## src/rtl/pipe_hazard_ctrl_pkg.sv

```systemverilog
// Purpose: shared encodings for the pipeline hazard sequencer (opcodes, NOP, FSM states, control vector).
// Latency: n/a (definitions only).
// Backpressure: n/a.
// Contents: OP_LOAD / OP_I_IMM opcodes, canonical NOP, 2-bit FSM state codes, packed
//           stall/flush control vector and the fixed patterns driven onto it.
package pipe_hazard_ctrl_pkg;

  localparam logic [6:0]  OP_LOAD  = 7'b0000011;
  localparam logic [6:0]  OP_I_IMM = 7'b0010011;
  // ADDI x0,x0,0: what ID_EX carries when it is flushed.
  localparam logic [31:0] NOP_INSN = 32'h0000_0013;

  localparam logic [1:0] ST_RUN      = 2'd0;
  localparam logic [1:0] ST_MEM_WAIT = 2'd1;
  localparam logic [1:0] ST_MDU_BUSY = 2'd2;

  // Field order fixes the bit order of the patterns below (MSB first).
  typedef struct packed {
    logic pc_stall;
    logic if_id_stall;
    logic if_id_flush;
    logic id_ex_stall;
    logic id_ex_flush;
    logic ex_mem_stall;
    logic ex_mem_flush;
    logic mem_wb_flush;
  } hz_ctrl_t;

  localparam hz_ctrl_t CTRL_NONE     = 8'b0000_0000;
  localparam hz_ctrl_t CTRL_RESET    = 8'b0010_1011; // every flush, no stall
  localparam hz_ctrl_t CTRL_MEM_WAIT = 8'b1101_0101; // freeze PC..EX_MEM, bubble into WB
  localparam hz_ctrl_t CTRL_BRANCH   = 8'b0010_1000; // squash IF_ID and ID_EX
  localparam hz_ctrl_t CTRL_MDU      = 8'b1101_0010; // freeze PC..ID_EX, bubble into MEM
  localparam hz_ctrl_t CTRL_LOAD_USE = 8'b1100_1000; // hold fetch/decode, one bubble into EX

endpackage

```

## src/rtl/pipe_hazard_ctrl_hazard_detect.sv

```systemverilog
// Purpose: combinational load-use comparator between the ID source operands and a load in EX.
// Latency: 0 cycles (pure combinational).
// Backpressure: none; evaluated every cycle.
// Ports: id_rs*_re/addr (ID operand reads), ex_opcode/ex_rd_we/ex_rd_addr (EX producer),
//        load_use (1 when the ID instruction needs the EX load's result).
module hazard_detect
  import pipe_hazard_ctrl_pkg::*;
(
  input  logic       id_rs1_re,
  input  logic [4:0] id_rs1_addr,
  input  logic       id_rs2_re,
  input  logic [4:0] id_rs2_addr,
  input  logic [6:0] ex_opcode,
  input  logic       ex_rd_we,
  input  logic [4:0] ex_rd_addr,
  output logic       load_use
);

  logic ex_is_load;
  logic rs1_hit;
  logic rs2_hit;

  // x0 is hardwired to zero, so a load targeting it never creates a dependency.
  assign ex_is_load = (ex_opcode == OP_LOAD) && ex_rd_we && (ex_rd_addr != 5'd0);
  assign rs1_hit    = id_rs1_re && (id_rs1_addr == ex_rd_addr);
  assign rs2_hit    = id_rs2_re && (id_rs2_addr == ex_rd_addr);
  assign load_use   = ex_is_load && (rs1_hit || rs2_hit);

endmodule

```

## src/rtl/pipe_hazard_ctrl.sv

```systemverilog
// Purpose: central stall/flush sequencer for the 5-stage core (load-use, taken branch, mem wait, MDU).
// Latency: stall/flush outputs are combinational from state + inputs; state/counters update on posedge clk.
// Backpressure: memory wait and MDU busy hold the front of the pipe until mem_ready / mdu_done.
// Ports: ID/EX/MEM hazard status in; per-register stall/flush out; sticky mdu_timeout;
//        perf counters stall_cycles (pc_stall cycles) and flush_events (if_id_flush cycles).
module pipe_hazard_ctrl
  import pipe_hazard_ctrl_pkg::*;
#(
  parameter int CNT_W       = 32,
  parameter int MDU_TIMEOUT = 64
) (
  input  logic             clk,
  input  logic             rst_n,
  input  logic             id_rs1_re,
  input  logic [4:0]       id_rs1_addr,
  input  logic             id_rs2_re,
  input  logic [4:0]       id_rs2_addr,
  input  logic [6:0]       ex_opcode,
  input  logic             ex_rd_we,
  input  logic [4:0]       ex_rd_addr,
  input  logic             ex_branch_taken,
  input  logic             ex_mdu_start,
  input  logic             mdu_done,
  input  logic             mem_req,
  input  logic             mem_ready,
  output logic             pc_stall,
  output logic             if_id_stall,
  output logic             if_id_flush,
  output logic             id_ex_stall,
  output logic             id_ex_flush,
  output logic             ex_mem_stall,
  output logic             ex_mem_flush,
  output logic             mem_wb_flush,
  output logic             mdu_timeout,
  output logic [CNT_W-1:0] stall_cycles,
  output logic [CNT_W-1:0] flush_events
);

  localparam int TO_W = (MDU_TIMEOUT > 2) ? $clog2(MDU_TIMEOUT) : 1;
  localparam logic [TO_W-1:0] TO_LAST = TO_W'(MDU_TIMEOUT - 1);

  logic [1:0]       state_q, state_d;
  logic [TO_W-1:0]  mdu_cnt_q, mdu_cnt_d;
  logic             timeout_q, timeout_d;
  logic [CNT_W-1:0] stall_cnt_q, flush_cnt_q;
  hz_ctrl_t         ctl;
  logic             load_use;
  logic             mem_wait;

  hazard_detect u_hazard_detect (
    .id_rs1_re   (id_rs1_re),
    .id_rs1_addr (id_rs1_addr),
    .id_rs2_re   (id_rs2_re),
    .id_rs2_addr (id_rs2_addr),
    .ex_opcode   (ex_opcode),
    .ex_rd_we    (ex_rd_we),
    .ex_rd_addr  (ex_rd_addr),
    .load_use    (load_use)
  );

  assign mem_wait = mem_req && !mem_ready;

  always_comb begin
    ctl       = CTRL_NONE;
    state_d   = state_q;
    mdu_cnt_d = mdu_cnt_q;
    timeout_d = timeout_q;
    case (state_q)
      ST_RUN: begin
        if (mem_wait) begin
          ctl     = CTRL_MEM_WAIT;
          state_d = ST_MEM_WAIT;
        end else if (ex_branch_taken) begin
          // The dependent instruction is squashed, so a concurrent load-use needs no bubble.
          ctl = CTRL_BRANCH;
        end else if (ex_mdu_start) begin
          ctl       = CTRL_MDU;
          state_d   = ST_MDU_BUSY;
          mdu_cnt_d = '0;
        end else if (load_use) begin
          ctl = CTRL_LOAD_USE;
        end
      end
      ST_MEM_WAIT: begin
        // Held purely by the memory; the ready cycle itself lets the pipe advance.
        if (!mem_ready) ctl = CTRL_MEM_WAIT;
        else            state_d = ST_RUN;
      end
      ST_MDU_BUSY: begin
        // A memory wait widens the freeze to EX_MEM, replacing the MEM bubble.
        if (mem_wait)       ctl = CTRL_MEM_WAIT;
        else if (!mdu_done) ctl = CTRL_MDU;
        if (mdu_done) begin
          state_d = mem_wait ? ST_MEM_WAIT : ST_RUN;
        end else if (mdu_cnt_q == TO_LAST) begin
          timeout_d = 1'b1;
          state_d   = mem_wait ? ST_MEM_WAIT : ST_RUN;
        end else begin
          mdu_cnt_d = mdu_cnt_q + TO_W'(1);
        end
      end
      default: state_d = ST_RUN;
    endcase
    // Reset drives the pipe to a bubble-filled, free-running state without waiting for a clock.
    if (!rst_n) ctl = CTRL_RESET;
  end

  always_ff @(posedge clk or negedge rst_n) begin
    if (!rst_n) begin
      state_q     <= ST_RUN;
      mdu_cnt_q   <= '0;
      timeout_q   <= 1'b0;
      stall_cnt_q <= '0;
      flush_cnt_q <= '0;
    end else begin
      state_q   <= state_d;
      mdu_cnt_q <= mdu_cnt_d;
      timeout_q <= timeout_d;
      if (ctl.pc_stall)    stall_cnt_q <= stall_cnt_q + CNT_W'(1);
      if (ctl.if_id_flush) flush_cnt_q <= flush_cnt_q + CNT_W'(1);
    end
  end

  assign pc_stall     = ctl.pc_stall;
  assign if_id_stall  = ctl.if_id_stall;
  assign if_id_flush  = ctl.if_id_flush;
  assign id_ex_stall  = ctl.id_ex_stall;
  assign id_ex_flush  = ctl.id_ex_flush;
  assign ex_mem_stall = ctl.ex_mem_stall;
  assign ex_mem_flush = ctl.ex_mem_flush;
  assign mem_wb_flush = ctl.mem_wb_flush;
  assign mdu_timeout  = timeout_q;
  assign stall_cycles = stall_cnt_q;
  assign flush_events = flush_cnt_q;

endmodule

```

## config.mk

```make
export PLATFORM = sky130hd
export DESIGN_NAME = pipe_hazard_ctrl
export DESIGN_NICKNAME = d
export VERILOG_FILES = /design/src/rtl/pipe_hazard_ctrl_pkg.sv /design/src/rtl/pipe_hazard_ctrl_hazard_detect.sv /design/src/rtl/pipe_hazard_ctrl.sv
export SDC_FILE = /design/constraint.sdc
export NUM_CORES = 1
export LEC_CHECK = 0
export CAP_MARGIN = 0
export CORE_ASPECT_RATIO = 0.9
export CORE_UTILIZATION = 45
export CTS_BUF_LIST = sky130_fd_sc_hd__clkbuf_8
export DETAILED_ROUTE_END_ITERATION = 7
export MAX_ROUTING_LAYER = met4
export PLACE_DENSITY_LB_ADDON = 0.3
export SLEW_MARGIN = 20
export SYNTH_ARGS = -nofsm -noshare
export SYNTH_HDL_FRONTEND = slang
export SYNTH_HIERARCHICAL = 1
export SYNTH_SLANG_ARGS = --single-unit
```

## constraint.sdc

```tcl
create_clock -name clk -period 4.1 [get_ports clk]
set_clock_uncertainty 0.05 [all_clocks]
set_input_delay 1.23 -clock clk [delete_from_list [all_inputs] [get_ports clk]]
set_output_delay 1.23 -clock clk [all_outputs]
set_load 0.05 [all_outputs]
```

==> flow_summary.ini <==
[worst_setup_path]
cp.arrival_ps = 2770
crit_type = primary input to output pin
startpoint_type = primary input
path_max_fanout = 2
required_ps = 2820
rrSetupSlack_ps = 1800
crit_start = id_rs2_addr[2]
setup.worst_path.end = id_ex_flush
r2r-end = stall_cycles[29]
rr_worst_depth = 6
r2r_start = state_q[0]
endpoint_kind = output pin

[drt]
drt_iter0_drc = 125
drt_wl_total_um = 8434
vias = 3027
avgRoutedWirePerCell_um = 14.72
antenna_left = 0
viasPerCell = 5.283
firstDrtPassIters = 4
drc = 0

[floorplanning]
die-area_mm2 = 0.008572
dieWidth_um = 97.48
ioPinCount = 105
row_count = 30
core-area_mm2 = 0.007732
initial_core_util_pct = 47.75
die_height_um = 87.94

[power_and_ir_drop]
p_leak_nw = 2.283
power.total_mw = 2.255
ir_drop_uv = 418.3
pwr_density_cell_mw_per_mm2 = 432.7

[grt]
grt_max_degree = 57
grt_usage_pct = 21.27
grt_pass1_wl_um = 14170
grt_pass1_vias = 2991
grt_overflow = 0
antenna_found_initial = 0

[sta]
relSlewSlack_pct = 53.87
setup_viol = 0
period_needed_ps = 4047
fin_crit_sh_pct = 98.70
rsz0062_at_grt = true
hold_viol = 0
worst_pin_slew_ps = 691.9
fmax_ghz = 0.2471
drv_slew = 0

[cells_and_area]
layout_common_cells = clkdlybuf4s50_1, dfrtp_1, xnor2_1, nand3_1, xor2_1
num_antenna_cells = 0
drive_above_1_share_pct = 14.26
design_area_mm2 = 0.005211
syn_to_final_growth_pct = 41.14
nNetsFinal = 507
layout_commonest_cell = clkdlybuf4s50_1
finish.utilization_pct = 67.39
final_cell_count_no_fill = 573

[cts]
clk_path_buf_depth = 2
ctsRootBufferMaster = clkbuf_8
cts_tree = done
cts-buffers-inserted = 9
post_cts_buffers = 0
clk_latency_ps = 340
clk_pin_slew_ps = 80
htreeDepth = 3
cts_sinks = 73

[logic_synthesis]
synth_nets = 389
synthDistinctLibCells = 46
ys.flop_type = dfrtp_1
synth_edf_count = 0
ys_seq_area_share_pct = 49.47
syn_area_mm2 = 0.003692
yosysWarnings = 6
avgSynthCellArea_um2 = 10.43
syn_inst = 354
ys_seq_elements = 73
synth-async-reset-ratio_pct = 100.0

[status]
status = finished, final reports clean

[placed_design]
placed_area_mm2 = 0.004977
place_inst = 557
dp_hpwl_um = 6109
io_buffers = 104
place_congestion = 0.8151

[job]
maxCapViolations = 0

[min_path]
min_path_type = flip-flop to flip-flop
==> what timing repair did <==
action	CTS	global route
hold endpoints to repair	0	0
cloned	0	0
hold buffers	0	0
gates resized for setup	48	15
endpoints found under the setup margin	3	3
pin swaps	13	12
==> kinds of logic after synthesis <==
group	after synthesis	synth area share, %
buffers and inverters	22	2.609
AOI/OAI and AO/OA	26	5.557
and+or+nand+nor	157	23.96
adders and majority gates	3	1.017
muxes	1	0.3050
DFF	73	49.47
xor gates and xnor gates	72	17.08
==> sequential cells by signal, indices dropped and copies added (netlist names) <==
signal        cells
stall_cycles     32
mdu_timeout       1
state_q           2
mdu_cnt_q         6
flush_events     32
==> synth_stat cells, drive strengths merged (2+ instances only) <==
library cell  number  area share (%)
nand2             25             2.5
nor3b              2            0.71
nor4              11             2.0
nor2b              2            0.34
o21ai              9             1.3
o31ai              2            0.41
inv               15             1.5
or2                2            0.34
and2               3            0.51
nor3              12             1.6
xnor2             41             9.7
a221oi             2            0.64
a21oi              3            0.41
xor2              31             7.4
a31oi              4             1.0
nand2b             7             1.4
dfrtp             73              49
ha                 3             1.0
nand4             23             3.9
nand3             32             4.3
a41o               2            0.54
and4               5             1.2
and3              11             1.9
clkbuf             2            0.20
nor2              17             1.7
buf                5            0.88
nor4b              3             1.1
==> critical path, cell delays in order <==
cell and delay, ps:
buf_6 100, xor2_2 160, nor4_2 260, nand3_1 130, a221oi_2 290, a21oi_1 120, o31ai_2 260, clkbuf_16 220
==> layer usage <==
metal / vias up / share of wire, % / GRT usage [%]
li1: 1481 / - / -
met1: 1446 / 47 / 27.98
met2: 89 / 47 / 32.87
met3: 11 / 4.0 / 4.549
met4: 0 / 1.3 / 7.353
met5: - / 0 / -
==> metrics by stage <==
step | hold WS, ps | TNS [ps] | setup WS (ps)
after detailed placement | 417.2 | -1095 | -353.4
after global placement | 407.3 | -942.6 | -314.3
final | 429.7 | 0 | 53.14
after CTS | 433.7 | 0 | 3.975
after floorplan | 417.5 | -33.02 | -33.02
after global routing | 444.5 | -45.50 | -45.50
==> how the worst min path moves through the flow <==
stage	depth (start not counted)	end	slack (ps)	from
floorplan	1	mdu_cnt_q[5]	420	mdu_cnt_q[5]
global placement	1	stall_cycles[31]	410	stall_cycles[31]
detailed placement	1	stall_cycles[31]	420	stall_cycles[31]
CTS	1	stall_cycles[31]	430	stall_cycles[31]
global route	1	stall_cycles[31]	440	stall_cycles[31]
finish	1	stall_cycles[31]	430	stall_cycles[31]
==> power breakdown <==
part / switching (mW) / internal, mW
clock: 0.273 / 0.342
combinational: 0.452 / 0.269
sequential: 0.119 / 0.800
total: 0.844 / 1.41
==> layout make-up <==
class / count / area, um2
clock buffers: 9 / 123.9
clock inverters: 7 / 96.34
fillers: 618 / 2521
inverters: 15 / 56.30
multi-input cells: 259 / 1834
flip-flops and latches: 73 / 1827
well taps: 96 / 120.1
repair buffers: 114 / 1154
No activity file was read; power rests on OpenSTA's default activity.
